### src/rtl/video_fade_pkg.sv
// Shared constants and types for the video fade block: brightness level range,
// pipeline depth and the bundle of timing strobes that travels with each pixel.
package video_fade_pkg;

    localparam int LEVEL_MAX  = 8;
    localparam int LEVEL_W    = 4;
    localparam int PIPE_DEPTH = 2;

    typedef logic [LEVEL_W-1:0] level_t;

    typedef struct packed {
        logic hblank;
        logic vblank;
        logic hs;
        logic vs;
    } timing_t;

    localparam timing_t TIMING_RESET = '{hblank: 1'b1, vblank: 1'b1, hs: 1'b0, vs: 1'b0};

    // Gain numerator over 16: 8 at level 0 (half brightness), 16 at level 8 (unity).
    function automatic logic [4:0] level_gain(input level_t level);
        return 5'(LEVEL_MAX) + 5'(level);
    endfunction

endpackage

### src/rtl/video_fade_channel.sv
// One colour channel of the fade: stage 1 registers c*(8+L), stage 2 registers
// the product divided by 16. Both stages advance only on ce_pix.
module fade_channel
    import video_fade_pkg::*;
#(
    parameter int WIDTH = 8
) (
    input  logic               clk_sys,
    input  logic               reset_n,
    input  logic               ce_pix,
    input  logic [LEVEL_W-1:0] level,
    input  logic [WIDTH-1:0]   c_in,
    output logic [WIDTH-1:0]   c_out
);

    localparam int PW = WIDTH + 5;

    logic [PW-1:0]    prod_d, prod_q;
    logic [WIDTH-1:0] res_d, res_q;

    always_comb begin
        // NOTE: every always_comb output takes its hold value first, so no path leaves it unassigned and no latch is inferred.
        prod_d = prod_q;
        res_d  = res_q;
        if (ce_pix) begin
            prod_d = PW'(c_in) * PW'(level_gain(level));
            res_d  = WIDTH'(prod_q >> 4);
        end
    end

    // NOTE: state registers use non-blocking assignments so every flop samples pre-edge values.
    always_ff @(posedge clk_sys or negedge reset_n) begin
        if (!reset_n) begin
            prod_q <= '0;
            res_q  <= '0;
        end else begin
            prod_q <= prod_d;
            res_q  <= res_d;
        end
    end

    assign c_out = res_q;

endmodule

### src/rtl/video_fade.sv
// Frame-paced brightness fade between the pause stage and arcade_video: steps the
// level down while dimming is requested and delays the timing strobes to match.
module video_fade
    import video_fade_pkg::*;
#(
    parameter int RW              = 8,
    parameter int GW              = 8,
    parameter int BW              = 8,
    parameter int FRAMES_PER_STEP = 30
) (
    input  logic               clk_sys,
    input  logic               reset_n,
    input  logic               ce_pix,
    input  logic               dim_video,
    input  logic [RW+GW+BW-1:0] rgb_in,
    input  logic               hblank,
    input  logic               vblank,
    input  logic               hs,
    input  logic               vs,
    output logic [RW+GW+BW-1:0] rgb_out,
    output logic               hblank_out,
    output logic               vblank_out,
    output logic               hs_out,
    output logic               vs_out,
    output logic [3:0]         fade_level,
    output logic               fading
);

    localparam int         TW         = RW + GW + BW;
    localparam logic [7:0] FC_LAST    = 8'(FRAMES_PER_STEP - 1);
    localparam level_t     LEVEL_FULL = level_t'(LEVEL_MAX);

    logic                          vblank_d, vblank_q;
    level_t                        level_d, level_q;
    logic [7:0]                    fc_d, fc_q;
    timing_t [PIPE_DEPTH-1:0]      tim_d, tim_q;
    timing_t                       tim_in;
    logic                          vblank_rise;
    logic [RW-1:0]                 r_out;
    logic [GW-1:0]                 g_out;
    logic [BW-1:0]                 b_out;

    assign tim_in      = '{hblank: hblank, vblank: vblank, hs: hs, vs: vs};
    assign vblank_rise = ce_pix && vblank && !vblank_q;

    always_comb begin
        vblank_d = ce_pix ? vblank : vblank_q;
        level_d  = level_q;
        fc_d     = fc_q;
        tim_d    = tim_q;

        if (ce_pix) begin
            tim_d = {tim_q[PIPE_DEPTH-2:0], tim_in};
        end

        // Dropping the request abandons the partial step at once; brightness
        // itself only jumps back on a frame boundary.
        if (!dim_video) begin
            fc_d = '0;
        end

        if (vblank_rise) begin
            if (!dim_video) begin
                level_d = LEVEL_FULL;
            end else if (level_q != '0) begin
                if (fc_q == FC_LAST) begin
                    level_d = level_q - 1'b1;
                    fc_d    = '0;
                end else begin
                    fc_d = fc_q + 1'b1;
                end
            end
        end
    end

    always_ff @(posedge clk_sys or negedge reset_n) begin
        if (!reset_n) begin
            vblank_q <= 1'b0;
            level_q  <= LEVEL_FULL;
            fc_q     <= '0;
            tim_q    <= {PIPE_DEPTH{TIMING_RESET}};
        end else begin
            vblank_q <= vblank_d;
            level_q  <= level_d;
            fc_q     <= fc_d;
            tim_q    <= tim_d;
        end
    end

    // Each channel samples level_q in stage 1, so a pixel never mixes two levels.
    fade_channel #(.WIDTH(RW)) u_red (
        .clk_sys (clk_sys),
        .reset_n (reset_n),
        .ce_pix  (ce_pix),
        .level   (level_q),
        .c_in    (rgb_in[TW-1 -: RW]),
        .c_out   (r_out)
    );

    fade_channel #(.WIDTH(GW)) u_green (
        .clk_sys (clk_sys),
        .reset_n (reset_n),
        .ce_pix  (ce_pix),
        .level   (level_q),
        .c_in    (rgb_in[GW+BW-1 -: GW]),
        .c_out   (g_out)
    );

    fade_channel #(.WIDTH(BW)) u_blue (
        .clk_sys (clk_sys),
        .reset_n (reset_n),
        .ce_pix  (ce_pix),
        .level   (level_q),
        .c_in    (rgb_in[BW-1:0]),
        .c_out   (b_out)
    );

    assign rgb_out    = {r_out, g_out, b_out};
    assign hblank_out = tim_q[PIPE_DEPTH-1].hblank;
    assign vblank_out = tim_q[PIPE_DEPTH-1].vblank;
    assign hs_out     = tim_q[PIPE_DEPTH-1].hs;
    assign vs_out     = tim_q[PIPE_DEPTH-1].vs;
    assign fade_level = level_q;
    assign fading     = dim_video && (level_q != LEVEL_FULL) && (level_q != '0);

endmodule
### config.mk
export PLATFORM = sky130hd
export DESIGN_NAME = video_fade
export DESIGN_NICKNAME = d
export VERILOG_FILES = /design/src/rtl/video_fade_pkg.sv /design/src/rtl/video_fade_channel.sv /design/src/rtl/video_fade.sv
export SDC_FILE = /design/constraint.sdc
export NUM_CORES = 1
export LEC_CHECK = 0
export CAP_MARGIN = 5
export CELL_PAD_IN_SITES_DETAIL_PLACEMENT = 2
export CELL_PAD_IN_SITES_GLOBAL_PLACEMENT = 2
export CORE_ASPECT_RATIO = 0.5
export CORE_MARGIN = 2
export CORE_UTILIZATION = 32
export DETAILED_ROUTE_END_ITERATION = 8
export GPL_TIMING_DRIVEN = 0
export HOLD_SLACK_MARGIN = 0.03
export PLACE_DENSITY_LB_ADDON = 0.1
export SLEW_MARGIN = 20
export SYNTH_ARGS = -nofsm -noshare
export SYNTH_HDL_FRONTEND = slang
export SYNTH_HIERARCHICAL = 1
export SYNTH_SLANG_ARGS = --single-unit
export TNS_END_PERCENT = 100
### constraint.sdc
create_clock -name clk_sys -period 3.8 [get_ports clk_sys]
set_clock_uncertainty 0.2 [all_clocks]
set_input_delay 1.14 -clock clk_sys [delete_from_list [all_inputs] [get_ports clk_sys]]
set_output_delay 1.14 -clock clk_sys [all_outputs]
set_load 0.03 [all_outputs]
==> results.txt, run 1 <==
The flow ran to the end, but the final reports show violations. The final reports fail on negative setup slack. The synthesized instance count came out at a little over 600.

The number of violations of the max-capacitance limit came out at 0. Once the floorplan was initialized, standard cells occupied 33.0% of the core. After synthesis the netlist holds a flip-flop and latch count of 69. The part of the total power dissipated in sequential elements is between 30% and 40%.

The first detailed-routing pass ran for 4 iterations. Clock-pin slew was measured on the worst setup and hold paths at around 0.060 ns. The post-route minimum period is ~4.2 ns.

Entering global routing, the biggest net connects between 40 and 50 pins. The via count of the first global-routing pass was roughly 5,500. The path class of the lowest-slack min-delay path is flop to flop. The die extent in x is roughly 200 um. The via count normalized by instance count came out at slightly below 5. The post-synthesis xor/xnor area fraction came out at roughly 4%. Yosys printed 6 warnings. The power share of the clock group is 29.5%. The endpoint identified for the worst register-to-register timing path is u_green/prod_q[11].

The synthesized area divided by synthesized cell count came out at between 10 and 15 um^2. The most used flip-flop cell after synthesis is dfrtp_1. After synthesis, the largest family of logic cells by area is adder cells. The internal portion of the total power is 1.79 mW. The portion of netlist area occupied by mux cells is about 14%.

After synthesis, the cell types taking the most area are dfrtp_1, ha_1, mux2_2, fa_1, inv_1. Of all flip-flops after synthesis, the portion carrying an async set or reset was 100%. The synthesized-area fraction occupied by ao, oa, aoi and oai cells came out at 8.19%.

The routed wire length is between 15,000 and 20,000 um. The data arrival at the endpoint of the critical path came out at about 4.2 ns. Counting every sink on the clock net gives 69.

The number of standard-cell rows in the floorplan came out at 35. The worst register-to-register path begins at fade_level[3]. The final net count is between 800 and 900. By count the netlist is led by ha_1, inv_1, mux2_2. Once layout is complete, the utilization of the core stands at around 45%.

At the pin with the least slew margin, the transition time is around 0.96 ns. Summed over all nets, the switching power comes to about 850 uW. The count of pins on the block boundary is 65. Summed over all layers, the global routing overflow is 0. The slack of the worst reg-to-reg path came out at -0.41 ns. The antenna cell count came out at 0. The max-slew violation count was 0. The required time reported for the critical path endpoint came out at ~3.8 ns.

The synthesized design contains 0 enable-type register cells. Summing the areas of all and, or, nand and nor instances in the mapped netlist gives between 10% and 20% of the synthesized area. STA classifies the critical path startpoint as a flop. The cell depth of the worst flop-to-flop path came out at 14. The first global-routing pass estimated 27,200 um of wire. Of the available clock period, the critical path in the final layout requires 111%. The library cell with the largest summed area after synthesis is dfrtp_1. The fmax is between 200 and 250 MHz. The overall die height came out at 102 um.

The power per standard cell area is 316 nW/um^2. The adder-cell share of the synthesized area is between 20% and 30%. By startpoint and endpoint, the worst setup path is classified as flop to flop. The via count is 4,758. The highest net fanout along the worst path is 5. The count of buffers from port buffering came out at between 60 and 70. The number of antenna violations at the first check in global routing is 0. The post-detailed-route DRC marker count is 0. The number of library cell types mapped by synthesis is 51. The number of setup violations in the final report came out at 20. The H-tree level count is 3. The deepest clock path buffer count came out at 2. The clock tree from TritonCTS is built. The share of final-layout standard cells stronger than drive strength 1 is between 30 and 40%. The maximum single-stage delay on the critical path is approximately 0.7 ns. The root buffer cell chosen for the clock tree is clkbuf_16. The share of total power in combinational logic is around a third.

The reported leakage power came out at between 3 and 4 nW. On the critical path the largest part of the delay comes from adder cells. The worst vdd rail ir drop came out at roughly 230 uV. The HPWL after detailed placement is 12,200 um. The final weighted congestion in routability-driven placement is 0.753. The number of gates on the worst path with buffers counted is 14.

The total track usage came out at between 15 and 20%. Of the total power, the share spent switching nets is roughly a third. The number of buffers and inverters on the critical path came out at 4. The critical path goes through buf_8, buf_4, mux2_4, ha_4, inv_2, fa_1, fa_1, inv_2, ha_4, and2_4, and3_4, a311oi_4, xnor2_1, mux2_4. Prior to clock tree synthesis, the placed netlist has a worst setup slack of -1.31 ns. The most critical setup path has its startpoint at fade_level[3]. The core region area came out at 18,600 um^2.

The post-route cell area came out at roughly 8400 um^2. The final setup slack of the worst path is -0.407 ns. The slowest stage cell on the critical path is dfstp_2. The hold violation count in the final report is 0. In this run, CTS created clock tree buffers numbering 9. The critical path capture point is u_green/prod_q[11]. The routed wire length per instance came out at 16.4 um. The element type at the critical path end is a flop. The synthesized design devotes to its leading area cell type a little over a quarter of total area.

The synthesized netlist occupies a cell area of 6140 um^2. The share of the yosys chip area belonging to registers is roughly 28%. In this run, the number of DRC markers left after iteration 0 of detailed routing was 89.

The worst slack on hold paths is about 0.28 ns. Once placement finished, the instance area stood at about 7500 um^2. Setup repair after global routing could not meet its margin everywhere. The net count of the mapped netlist came out at between 700 and 800. Compared with the post-synthesis result, the final layout area differs by 36.1%. Counting the fill cells in the layout gives around 1,900. The die covers ~20,000 um^2. In this run the tightest slew margin relative to its limit is approximately 36%. For the worst-skew pair, the clock arrives at the later sink with an insertion delay of around 0.33 ns.

In this run the remaining antenna-violating nets after routing total 0.
-- metal layers --
layer	routed length [um]	track usage [%]
met5	0	0
met4	104	2.34
met3	257	2.77
met2	8250	31.8
met1	7360	20.6
-- stage by stage --
step	cells	setup TNS (ns)	total power [mW]
after CTS	962	-5.74	2.64
after global placement	930	-93.20	1.78
after detailed placement	931	-24.91	1.80
after floorplan	607	-5.69	1.47
final	974	-5.18	2.64
after global routing	974	-7.43	2.80
-- layout by cell type (no fill, tap or decap), types with 22 or more instances in the layout --
master,n
dfrtp_1,61
inv_1,52
mux2_2,48
ha_1,46
and2_1,40
clkdlybuf4s50_1,40
nand2_1,39
fa_1,30
buf_4,28
ha_4,27
mux2_4,22
-- how the worst min path moves through the flow --
| stage | startpoint | to | cells after the start |
|---|---|---|---|
| 2_1_floorplan | fc_q[7] | fc_q[7] | 1 |
| 3_3_place_gp | tim_q[2] | tim_q[2] | 2 |
| 3_5_place_dp | tim_q[2] | tim_q[2] | 2 |
| 4_1_cts | tim_q[2] | tim_q[2] | 2 |
| 5_1_grt | fc_q[7] | fc_q[7] | 1 |
| 6_report | tim_q[2] | tim_q[2] | 2 |
-- timing repair --
action,CTS,global route
setup endpoints to repair,25,23
resized for setup,139,42
pin swaps,51,52
hold buffers,0,0
setup buffers,17,14
-- power by group through the flow --
stage	registers, mW	logic [mW]	clock network, mW
3_5_place_dp	0.960	0.844	0
4_1_cts	0.948	0.894	0.799
2_1_floorplan	1.07	0.401	0
3_3_place_gp	0.951	0.825	0
6_report	0.945	0.915	0.780
5_1_grt	0.965	0.998	0.834
-- worst register-to-register path, cell delays in order (launching register included) --
cell,delay [ns]
dfstp_2,0.68
buf_8,0.17
buf_4,0.13
mux2_4,0.31
ha_4,0.26
inv_2,0.03
fa_1,0.49
fa_1,0.58
inv_2,0.05
ha_4,0.22
and2_4,0.16
and3_4,0.18
a311oi_4,0.26
xnor2_1,0.11
mux2_4,0.26
-- state kept, by name (all words and copies together) (netlist names), 4 cells and up --
| signal | count |
|---|---|
| fade_level | 4 |
| u_green/prod_q | 8 |
| fc_q | 8 |
| u_blue/c_out | 8 |
| u_green/c_out | 8 |
| u_red/prod_q | 8 |
| tim_q | 4 |
| u_blue/prod_q | 8 |
| u_red/c_out | 8 |
-- cells by family (layout without fill, tap and decap cells) --
| family | after synthesis | in the layout |
|---|---|---|
| buffers and inverters | 97 | 205 |
| AO/OA/AOI/OAI | 71 | 71 |
| XOR/XNOR | 28 | 28 |
| flip-flops | 69 | 69 |
| multiplexers | 73 | 73 |
| AND/OR/NAND/NOR | 166 | 166 |
| adder cells (fa/ha/maj) | 103 | 103 |
-- final cells by class --
| type | count | area, um^2 | area share (%) |
|---|---|---|---|
| Sequential cell | 69 | 1740 | 20.8 |
| Clock inverter | 3 | 21.3 | 0.254 |
| Timing Repair Buffer | 96 | 920 | 11.0 |
| Buffer | 21 | 124 | 1.48 |
| Tap cell | 259 | 324 | 3.88 |
| Multi-Input combinational cell | 441 | 4700 | 56.3 |
| Clock buffer | 12 | 256 | 3.07 |
| Inverter | 73 | 274 | 3.28 |
No activity file was read; power rests on OpenSTA's default activity.
==> inputs of run 2 (changes only) <==
--- a/config.mk
+++ b/config.mk
@@ -8,7 +8,7 @@
 export CAP_MARGIN = 5
 export CELL_PAD_IN_SITES_DETAIL_PLACEMENT = 2
 export CELL_PAD_IN_SITES_GLOBAL_PLACEMENT = 2
-export CORE_ASPECT_RATIO = 0.5
+export CORE_ASPECT_RATIO = 0.7
 export CORE_MARGIN = 2
 export CORE_UTILIZATION = 32
 export DETAILED_ROUTE_END_ITERATION = 8
==> results.txt, run 2 (same netlist as run 1, synthesis figures left out) <==
The H-tree level count came out at 3 (unchanged). The hold violation count in the final report is 0 (unchanged). The post-detailed-route DRC marker count came out at 0 (unchanged). The maximum number of pins on one net before global-route repair came to 39 (was 44). The count of buffers from port buffering came out at 64 (unchanged). The via count of the first global-routing pass came out at 5,555 (was 5,462).

The starting density of the core is 32.6% (was 33.0%). The total power came out at 2.67 mW (was 2.64 mW). The slowest stage cell on the critical path is fa_1 (was dfstp_2). The kind of launch point of the worst setup path was an input port (was flop).

The highest net fanout along the worst path came out at 4 (was 5). The HPWL after detailed placement came out at 12,100 um (was 12,200 um). The clock sink count is 69 (unchanged).

The via count came out at 4,858 (was 4,758). The routed wire length came out at 17,200 um (was 16,000 um). The critical path capture point was u_blue/prod_q[11] (was u_green/prod_q[11]).

The element type at the critical path end is a flop (unchanged). The cell depth of the worst flop-to-flop path came to 14 (unchanged). The routed wire length per instance is 17.8 um (was 16.4 um). The final setup slack of the worst path is -0.465 ns (was -0.407 ns). Series of cell instances along the critical path: buf_8, mux2_4, ha_4, inv_2, fa_1, fa_1, inv_2, ha_4, a21oi_4, o211ai_1, buf_4, a311oi_4, xnor2_1, mux2_4 (was buf_8, buf_4, mux2_4, ha_4, inv_2, fa_1, fa_1, inv_2, ha_4, and2_4, and3_4, a311oi_4, xnor2_1, mux2_4). The global-route wire length before repair came out at 28,700 um (was 27,200 um). The count of pins on the block boundary came out at 65 (unchanged).

The clock tree from TritonCTS is built (unchanged). The reported leakage power came out at 3.81 nW (was 3.74 nW). The die outline area came out at 20,300 um^2 (was 20,400 um^2). The capture instance of the worst register-to-register path was u_blue/prod_q[11] (was u_green/prod_q[11]). The reg-to-reg critical path startpoint is fade_level[3] (unchanged). The quantity of hold-fixing buffers added after cts was 0 (unchanged).

The via count normalized by instance count is 5.05 (was 4.89). The kind of critical path is input port to flop (was flop to flop). The die extent in x is 170 um (was 200 um). The beginning of the critical path is rgb_in[1] (was fade_level[3]). The number of antenna-violating nets in the routed design is 0 (unchanged). The TritonCTS buffer count came out at 9 (unchanged).

The number of setup violations in the final report came out at 21 (was 20). The worst vdd rail ir drop is 176 uV (was 229 uV). The final period utilization is 112% (was 111%).

The clock latency at the later pin of the worst-skew pair came out at 0.33 ns (about the same). Most used cells in the layout excluding fill and tap cells: dfrtp_1, inv_1, ha_1, mux2_2, clkdlybuf4s50_1 (was dfrtp_1, inv_1, mux2_2, ha_1). The overall die height is 120 um (was 102 um). The deepest clock path buffer count is 2 (unchanged). The register clock-pin slew on the reported worst setup and hold paths is 0.06 ns (about the same). The cell chosen for the clock root is clkbuf_16 (unchanged).

The most frequent standard cell in the layout excluding fill and tap cells is dfrtp_1 (unchanged). The number of antenna violations at the first check in global routing came to 0 (unchanged). The residual overflow from global routing is 0 (unchanged). The area growth from synthesis to layout came out at 37.8% (was 36.1%). The post-route cell area came out at 8460 um^2 (was 8360 um^2). The maximum single-stage delay on the critical path came to 0.57 ns (was 0.68 ns).

The number of buffers and inverters on the critical path was 4 (unchanged). The number of gates on the worst path with buffers counted was 14 (unchanged). The worst slack on hold paths came out at 0.279 ns (was 0.280 ns). The final net count is 850 (was 846). The relative slew slack came out at 38.6% (was 35.6%).

The slack of the worst reg-to-reg path came out at -0.40 ns (was -0.41 ns). The detailed router's first-iteration violation count came to 127 (was 89). The total track usage came out at 17.7% (was 16.8%). Failing checks: negative setup slack (unchanged). The post-route minimum period came out at 4.26 ns (was 4.21 ns). The kind of cell adding the most delay to the critical path was adder cells (unchanged).

The number of violations of the max-capacitance limit came to 0 (unchanged). The path class of the lowest-slack min-delay path is flop to flop (unchanged). The final weighted congestion in routability-driven placement was 0.758 (was 0.753).

The detailed-routing iteration count for the pre-antenna-repair pass came out at 4 (unchanged). The instance area after placement was 7460 um^2 (was 7490 um^2). The required time reported for the critical path endpoint was 3.82 ns (was 3.81 ns). The number of standard-cell rows in the floorplan is 42 (was 35). The power per standard cell area is 315 nW/um^2 (was 316 nW/um^2).

The data arrival at the endpoint of the critical path came out at 4.28 ns (was 4.22 ns). Outcome: finished with violations (unchanged). The transition at the pin with the smallest max-transition slack came out at 0.919 ns (was 0.965 ns). The core region area is 18,900 um^2 (was 18,600 um^2). The post-layout utilization of the core is 44.9% (about the same).

The antenna cell count came out at 0 (unchanged). The max-slew violation count came out at 0 (unchanged). The layout filler cell count came out at 1,898 (was 1,892).

The share of final-layout standard cells stronger than drive strength 1 came out at 36.7% (was 35.7%). Setup repair after global routing missed its margin: yes (unchanged). The fmax came out at 234 MHz (was 238 MHz).
## run 2: layout make-up
cell class	instances	area, um^2	share of cell area [%]
inverter	73	274	3.24
tap	242	303	3.58
clock inverter	6	38.8	0.458
buffer	20	109	1.29
sequential	69	1740	20.5
clock buffer	10	239	2.82
multi-input combinational	441	4770	56.3
timing repair buffer	101	995	11.8
## run 2: how the worst min path moves through the flow
stage              from  slack (ns)  endpoint  cells after the start
2_1_floorplan   fc_q[7]        0.24   fc_q[7]                      1
3_3_place_gp   tim_q[2]        0.26  tim_q[2]                      2
6_report        fc_q[7]        0.28   fc_q[7]                      1
3_5_place_dp   tim_q[2]        0.27  tim_q[2]                      2
4_1_cts         fc_q[7]        0.28   fc_q[7]                      1
5_1_grt        tim_q[0]        0.32  tim_q[0]                      1
## run 2: what timing repair did
| action | in CTS | in global routing |
|---|---|---|
| resized for setup | 143 | 57 |
| pin swaps | 58 | 54 |
| setup buffers | 32 | 10 |
| endpoints found under the setup margin | 25 | 24 |
| endpoints found under the hold margin | 0 | 0 |
## run 2: power by group
group          total, mW  internal, mW  switching, mW
registers          0.949         0.862         0.0867
logic              0.945         0.469          0.475
clock network      0.774         0.456          0.317
total               2.67          1.79          0.880
## run 2: per-layer routing
metal	global-route usage [%]	wire length, um	up-vias
met4	2.24	151	0
met2	30.1	8360	45
met5	0	0	-
li1	-	-	2300
met3	2.77	323	17
met1	24.5	8330	2496
## run 2: per-stage QoR
step           std cells  setup slack (ns)  setup TNS, ns
2_1_floorplan        607            -0.429          -5.69
3_3_place_gp         913             -1.26         -89.78
3_5_place_dp         914             -1.29         -24.12
4_1_cts              956            -0.414          -5.52
5_1_grt              962            -0.604          -8.40
6_report             962            -0.465          -6.27
==> inputs of run 3 (changes only) <==
==> constraint.sdc (replaced) <==
create_clock -name clk_sys -period 4.63 [get_ports clk_sys]
set_clock_uncertainty 0.2 [all_clocks]
set_input_delay 1.389 -clock clk_sys [delete_from_list [all_inputs] [get_ports clk_sys]]
set_output_delay 1.389 -clock clk_sys [all_outputs]
set_load 0.03 [all_outputs]
==> results.txt, run 3 (same netlist as run 1, synthesis figures left out) <==
The most frequent standard cell in the layout excluding fill and tap cells is inv_1 (was dfrtp_1). The kind of launch point of the worst setup path is an input port (unchanged). The highest net fanout along the worst path came to 5 (was 4). The count of pins on the block boundary is 65 (unchanged). The number of antenna-violating nets in the routed design is 0 (unchanged). The count of buffers from port buffering came out at 64 (unchanged). The transition at the pin with the smallest max-transition slack came out at 1.07 ns (was 0.919 ns). After layout, the worst path uses 97.7% of the clock period. The deepest clock path buffer count came to 2 (unchanged). The worst min-delay path endpoint is u_blue/prod_q[10] (was fc_q[7]). The die extent in x came out at 170 um (unchanged). The global-route wire length before repair came out at 27,400 um (was 28,700 um). The required time reported for the critical path endpoint is 4.64 ns (was 3.82 ns). The clock latency at the later pin of the worst-skew pair was 0.33 ns (about the same). The reported leakage power came out at 3.55 nW (was 3.81 nW). The instance area after placement came to 7110 um^2 (was 7460 um^2).

The total power came out at 2.20 mW (was 2.67 mW). Subtracting the final worst setup slack from the clock period gives around 4.5 ns. The post-detailed-route DRC marker count is 0 (unchanged). The detailed-routing iteration count for the pre-antenna-repair pass is 4 (unchanged). The residual overflow from global routing is 0 (unchanged). The cell chosen for the clock root was clkbuf_16 (unchanged). The via count is 4,699 (was 4,858). The routed wire length per instance was 17.3 um (was 17.8 um).

The final weighted congestion in routability-driven placement is 0.789 (was 0.758). The number of violations of the max-capacitance limit came out at 0 (unchanged). Based on the critical path, the design can be clocked at up to 221 MHz.

The register clock-pin slew on the reported worst setup and hold paths came out at 0.06 ns (about the same). The via count of the first global-routing pass came to 5,403 (was 5,555). The slack of the worst reg-to-reg path came out at 0.31 ns (was -0.40 ns).

The die outline area is 20,300 um^2 (unchanged). The routed wire length is 16,200 um (was 17,200 um). The layout filler cell count is 1,973 (was 1,898). The data arrival at the endpoint of the critical path is 4.54 ns (was 4.28 ns). The start point of the worst hold path is u_blue/prod_q[10] (was fc_q[7]).

The clock tree from TritonCTS is built (unchanged). The HPWL after detailed placement came out at 12,100 um (about the same). The number of antenna violations at the first check in global routing is 0 (unchanged). The detailed router's first-iteration violation count came out at 74 (was 127). The number of standard-cell rows in the floorplan came out at 42 (unchanged). The starting density of the core came out at 32.6% (unchanged).

Outcome: finished, final reports clean (was finished with violations). The hold violation count in the final report was 0 (unchanged). The element type at the critical path end is a flop (unchanged). The maximum number of pins on one net before global-route repair is 55 (was 39). The core region area is 18,900 um^2 (unchanged). The H-tree level count came out at 3 (unchanged). The final net count came to 827 (was 850). The power per standard cell area is 285 nW/um^2 (was 315 nW/um^2). Most used cells in the layout excluding fill and tap cells: inv_1, mux2_2, dfrtp_1, ha_1 (was dfrtp_1, inv_1, ha_1, mux2_2, clkdlybuf4s50_1).

The TritonCTS buffer count came out at 9 (unchanged). The clock sink count came out at 69 (unchanged). The non-filler instance count after layout is 939 (was 962). The cell depth of the worst flop-to-flop path came to 13 (was 14). The max-slew violation count was 0 (unchanged). The path class of the lowest-slack min-delay path was flop to flop (unchanged). The number of setup violations in the final report is 0 (was 21). The area growth from synthesis to layout came out at 26.0% (was 37.8%). The share of final-layout standard cells stronger than drive strength 1 came to 25.8% (was 36.7%).

The total track usage was 17.0% (was 17.7%). The worst vdd rail ir drop is 135 uV (was 176 uV). The pre-CTS setup slack is -0.857 ns (was -1.29 ns). The overall die height came out at 120 um (unchanged). The number of cells traversed by the worst hold path was 2 (was 1). The kind of critical path is input port to flop (unchanged). The post-route cell area is 7740 um^2 (was 8460 um^2).

The reg-to-reg critical path startpoint is fade_level[3] (unchanged). The antenna cell count is 0 (unchanged). The final setup slack of the worst path was 0.107 ns (was -0.465 ns). The via count normalized by instance count is 5.00 (was 5.05). Setup repair after global routing missed its margin: no (was yes).

The beginning of the critical path was rgb_in[19] (was rgb_in[1]). The relative slew slack is 28.6% (was 38.6%). The placed cell count came out at 914 (unchanged). The capture instance of the worst register-to-register path is u_red/prod_q[11] (was u_blue/prod_q[11]).
run 3: changes by cell type in the layout (fill, tap and decap cells not counted), moves of 6 or more:
| cell | before | now |
|---|---|---|
| buf_6 | 23 | 1 |
| inv_1 | 52 | 72 |
| inv_2 | 21 | 1 |
| mux2_2 | 44 | 62 |
| mux2_4 | 26 | 8 |
| buf_4 | 25 | 10 |
| buf_2 | 6 | 20 |
| ha_4 | 27 | 17 |
| nand3_1 | 14 | 23 |
| ha_1 | 46 | 53 |
| buf_8 | 6 | 0 |
run 3: layer usage:
metal,global-route usage (%),vias to the layer above,routed length (um)
met5,0,-,0
met3,2.64,14,345
met4,2.88,0,148
met2,30.2,53,7920
li1,-,2241,-
met1,22.2,2391,7810
run 3: how the worst max path moves through the flow:
stage,end,slack (ns),cells after the start
floorplan,u_green/prod_q[11],0.01,12
global placement,u_red/prod_q[11],-0.81,13
detailed placement,u_red/prod_q[11],-0.86,13
CTS,u_blue/prod_q[11],0.003,14
global route,u_red/prod_q[11],0.002,15
finish,u_red/prod_q[11],0.11,13
run 3: cell type report:
cell class              instances  area (um^2)  area share [%]
repair buffers                 74          653            8.44
clock buffers                  10          239            3.09
multi-input cells             441         4340            56.1
plain buffers                  24          105            1.36
inverters                      73          274            3.54
flip-flops and latches         69         1740            22.4
clock inverters                 6         86.3            1.12
well taps                     242          303            3.91
run 3: timing repair:
| action | CTS | global route |
|---|---|---|
| hold buffers | 0 | 0 |
| setup buffers | 6 | 3 |
| hold endpoints to repair | 0 | 0 |
| pin swaps | 21 | 22 |
| setup endpoints to repair | 21 | 17 |
| resized for setup | 80 | 35 |
run 3: metrics by stage:
stage / hold slack, ns / util (%) / TNS [ns]
after CTS: 0.293 / 40.7 / 0
after global routing: 0.315 / 41.0 / 0
after detailed placement: 0.274 / 37.7 / -14.39
after global placement: 0.264 / 37.6 / -38.94
final: 0.294 / 41.0 / 0
after floorplan: 0.242 / - / 0
run 3: critical path: stages:
cell      delay, ns
buf_2          0.15
mux2_2         0.27
ha_1           0.28
inv_1          0.05
fa_1           0.50
fa_1           0.57
inv_1          0.07
ha_4           0.26
and2_4         0.18
and3_4         0.17
a311oi_2       0.28
xnor2_1        0.10
mux2_4         0.26
run 3: power by group:
| part | switching [mW] | total (mW) | internal, mW |
|---|---|---|---|
| registers | 0.0672 | 0.774 | 0.707 |
| clock network | 0.268 | 0.753 | 0.485 |
| logic | 0.355 | 0.678 | 0.323 |
